[src/rtl/beat_timing_gen.sv]
// Beat/phase timing generator that feeds the hardwired controller.
// It sequences the W1/W2/W3 beats with a per-beat t3 strobe and handles start, stop and single-step.
module beat_timing_gen #(
  parameter int PHASES = 3,
  parameter int CNT_W  = 8
) (
  input  logic             clk,
  input  logic             clr,
  input  logic             start,
  input  logic             step,
  input  logic             short,
  input  logic             long,
  input  logic             stop,
  output logic             w1,
  output logic             w2,
  output logic             w3,
  output logic             t3,
  output logic             running,
  output logic [CNT_W-1:0] cycle_cnt
);
  localparam int PW = (PHASES > 1) ? $clog2(PHASES) : 1;
  localparam logic [PW-1:0] LAST_PH = PW'(PHASES - 1);

  typedef enum logic [1:0] {B_W1, B_W2, B_W3} beat_e;

  beat_e            beat_q, beat_d;
  logic [PW-1:0]    phase_q, phase_d;
  logic             running_q, running_d;
  logic [CNT_W-1:0] cnt_q, cnt_d;
  logic             ic_end;

  assign t3        = running_q && (phase_q == LAST_PH);
  assign w1        = (beat_q == B_W1);
  assign w2        = (beat_q == B_W2);
  assign w3        = (beat_q == B_W3);
  assign running   = running_q;
  assign cycle_cnt = cnt_q;

  always_comb begin
    beat_d    = beat_q;
    phase_d   = phase_q;
    running_d = running_q;
    cnt_d     = cnt_q;
    ic_end    = 1'b0;
    if (!running_q) begin
      phase_d = '0;
      if (start) running_d = 1'b1;
    end else if (t3) begin
      // controller qualifiers only matter on the beat-ending edge
      phase_d = '0;
      unique case (beat_q)
        B_W1: if (short) ic_end = 1'b1; else beat_d = B_W2;
        B_W2: if (long) beat_d = B_W3; else begin beat_d = B_W1; ic_end = 1'b1; end
        default: begin beat_d = B_W1; ic_end = 1'b1; end
      endcase
      if (ic_end) cnt_d = cnt_q + 1'b1;
      if (stop || (step && ic_end)) running_d = 1'b0;
    end else begin
      phase_d = phase_q + 1'b1;
    end
  end

  always_ff @(posedge clk) begin
    if (clr) begin
      beat_q    <= B_W1;
      phase_q   <= '0;
      running_q <= 1'b0;
      cnt_q     <= '0;
    end else begin
      beat_q    <= beat_d;
      phase_q   <= phase_d;
      running_q <= running_d;
      cnt_q     <= cnt_d;
    end
  end
endmodule

[config.mk]
export PLATFORM = sky130hd
export DESIGN_NAME = beat_timing_gen
export DESIGN_NICKNAME = d
export VERILOG_FILES = /design/src/rtl/beat_timing_gen.sv
export SDC_FILE = /design/constraint.sdc
export NUM_CORES = 1
export LEC_CHECK = 0
export CAP_MARGIN = 15
export CORE_MARGIN = 3
export CORE_UTILIZATION = 40
export DETAILED_ROUTE_END_ITERATION = 10
export PLACE_DENSITY_LB_ADDON = 0.15
export SYNTH_ARGS = -nofsm -noshare
export SYNTH_HDL_FRONTEND = slang
export SYNTH_SLANG_ARGS = --single-unit
[constraint.sdc]
create_clock -name clk -period 1.54 [get_ports clk]
set_input_delay 0.154 -clock clk [delete_from_list [all_inputs] [get_ports clk]]
set_output_delay 0.154 -clock clk [all_outputs]
set_load 0.005 [all_outputs]
==> out/results.ini <==
[status]
outcome=finished clean

[cts]
clock_sink_count=13
cts.path.max_buffers=2
cts-htree-levels=1
worst_skew_pair.late_latency_ns=0.27
cts-hold-fix-buffers=0
worst_setup_hold_path_clk_slew_ns=0.08
cts_bufs_inserted=3
tritoncts_clock_tree=yes
clock-root-buffer=sky130_fd_sc_hd__clkbuf_4

[sta]
setup_total_negative_slack_ns=0
maxSlewHeadroom=0.682
final_critical_path_share_of_the_clock_period=0.967
grt_setup_unrepaired=false
setup_viol=0
hold_viol_final=0
max_slew.worst_pin.slew_ns=0.471
fin_crit_ns=1.49
slew_violations=0
setup_ws_ns=0.0504
fmax_mhz=671
timing.clock.skew_ns=0.000990

[logic_synthesis]
fraction_of_registers_with_async_set_reset=0
synth_warnings=0
syn_area_per_cell_um2=8.83
synth_cell_types=25
syn_inst=71
ys_top_cells_by_area=sky130_fd_sc_hd__dfxtp_1 42%, sky130_fd_sc_hd__nor2_1 6.6%, sky130_fd_sc_hd__a21oi_1 4.0%
synth.ff_latch_count=13
synth_edf_count=0
synth_commonest_cells=13 x sky130_fd_sc_hd__dfxtp_1, 11 x sky130_fd_sc_hd__nor2_1, 5 x sky130_fd_sc_hd__a21oi_1, 5 x sky130_fd_sc_hd__nand2_1
fraction_of_synthesized_cell_area_taken_by_the_top_area_cell_type=0.415
synth.yosys.seq_area_share=0.415
netlist.top_cell.by_area=sky130_fd_sc_hd__dfxtp_1
synth.most_common_cell=sky130_fd_sc_hd__dfxtp_1
syn-num-nets=80
syn-cell-area_um2=627
synth_ff_type=sky130_fd_sc_hd__dfxtp_1

[grt]
grt_antenna_before_repair=0
first_global_vias=544
grt-ovfl-total=0
global_route_wire_length_before_repair_um=2420
grt.total_usage=0.155
grt_max_degree=14

[placed_design]
dp_slack_ns=-0.278
place_congestion=0.763
dp_cells=106
buffer_ports.inserted=19
placedInstanceArea_um2=850
dp_hpwl_um=1030

[detailed_routing]
dr.max_layer_used=met3
postRouteAntennaNets=0
post_drt_via_cell_ratio=5.22
wl_met1_um=686
drtPass1Iterations=4
drc_violation_total_after_the_first_tritonroute_iteration=4
wl_met3_um=55
detailroute.wirelength.met2_um=680
drcViolationCount=0
via_count=585
drt-wirelength-per-cell_um=12.7
routed_wl_um=1420

[finish]
finalInstanceArea_um2=926
antenna-diode-count=0
num-nets-final=107
syn2layout_area_growth_pct=47.7
final_cells=112
fillerInstances=125
fraction_of_final_layout_cells_sized_beyond_drive_strength_1=0.216

[min_path]
hold_end=phase_q[0]
hp-start=phase_q[0]
hold_path.class=reg -> reg
hold-path-cell-count=1

[pwr]
worst_ir_drop_vdd_uv=407
leakage_nw=0.361
post-layout-total-power_mw=0.599
power_per_cell_area_nw_per_um2=647

[setup_path]
startpoint_type=flip-flop
worst-r2r-cell-count=8
setup.worst_path.class=reg -> out
rrSetupSlack_ns=0.08
timing.critical_path.required_ns=1.39
critPathMaxFanout=7
regToRegStartpoint=phase_q[0]
critical_path.reg2reg.endpoint=cycle_cnt[6]
cp_data_arrival_time_ns=1.34
worst_setup_path_end_kind=output pin

[floorplanning]
initial_core_utilization=0.453
top_level_ports=20
std_cell_rows=13
dieArea_um2=2080
die_x_um=45.6
core_region_area_um2=1380
height_of_the_die_um=45.6

[job]
drv.max_cap_violation_count=0

[how the worst max path moves through the flow]
stage                           from            to  cells after the start  slack, ns
after global routing      phase_q[0]  cycle_cnt[3]                      8      0.002
after CTS                      short  cycle_cnt[7]                      5       0.01
after floorplan            beat_q[0]  cycle_cnt[5]                      4       0.14
after detailed placement       short  cycle_cnt[7]                      5      -0.28
final                      beat_q[0]            w2                      2       0.05
after global placement         short  cycle_cnt[7]                      5      -0.24
[power breakdown]
group | switching, mW | internal [mW] | total [mW]
Sequential | 0.00395 | 0.337 | 0.341
Clock | 0.112 | 0.100 | 0.212
Combinational | 0.0193 | 0.0276 | 0.0469
Total | 0.135 | 0.464 | 0.599
[registers in the layout, indices dropped and copies added, names as in the netlist]
signal,flops
running,1
beat_q,2
phase_q,2
cycle_cnt,8
[timing repair]
item | in CTS | in global routing
pin swaps | 0 | 2
setup buffers | 1 | 1
resized for setup | 6 | 8
endpoints found under the setup margin | 4 | 8
[layer usage]
metal  track usage  up-vias
met3        0.0356        0
li1              -      299
met5             0        -
met4        0.0175        0
met1         0.227      273
met2         0.234       13
[per-stage QoR]
step / hold slack (ns) / utilization
after floorplan: 0.249 / -
after global placement: 0.399 / 0.614
after CTS: 0.414 / 0.645
after detailed placement: 0.402 / 0.614
after global routing: 0.440 / 0.670
final: 0.416 / 0.670
[final cells by class]
cell class / instances / area (um2) / share of cell area
Clock buffer: 4 / 26.3 / 0.0284
Multi-Input combinational cell: 53 / 372 / 0.401
Tap cell: 15 / 18.8 / 0.0203
Timing Repair Buffer: 24 / 230 / 0.249
Inverter: 3 / 11.3 / 0.0122
Sequential cell: 13 / 268 / 0.289
[cells in the final DEF, fill, tap and decap left out, drive strengths merged]
cell type / netlist / routed
a2111oi: 1 / 1
a21oi: 5 / 5
and2b: 1 / 1
and4: 1 / 1
buf: 1 / 5
clkbuf: 1 / 4
clkdlybuf4s50: 0 / 18
dfxtp: 13 / 13
dlygate4sd2: 0 / 1
ha: 2 / 2
inv: 3 / 3
mux2: 2 / 2
mux2i: 1 / 1
nand2: 5 / 5
nand3: 4 / 4
nor2: 11 / 11
nor2b: 5 / 5
nor3: 1 / 1
nor4: 3 / 3
o21ai: 3 / 3
o311ai: 1 / 1
o31ai: 1 / 1
or3: 3 / 3
or3b: 1 / 1
xor2: 2 / 2
[worst max-delay path: stages (launching register included)]
cell	delay, ns
sky130_fd_sc_hd__dfxtp_4	0.39
sky130_fd_sc_hd__nor2b_2	0.16
sky130_fd_sc_hd__clkdlybuf4s50_1	0.52
[kinds of logic after synthesis]
kind of cell | share of synthesized area
AO/OA/AOI/OAI | 0.136
XOR/XNOR | 0.0279
adder cells (fa/ha/maj) | 0.0399
buffers and inverters | 0.0319
flip-flops | 0.415
multiplexers | 0.0519
AND/OR/NAND/NOR | 0.297
Note: power is estimated with default switching activity, not from simulation.
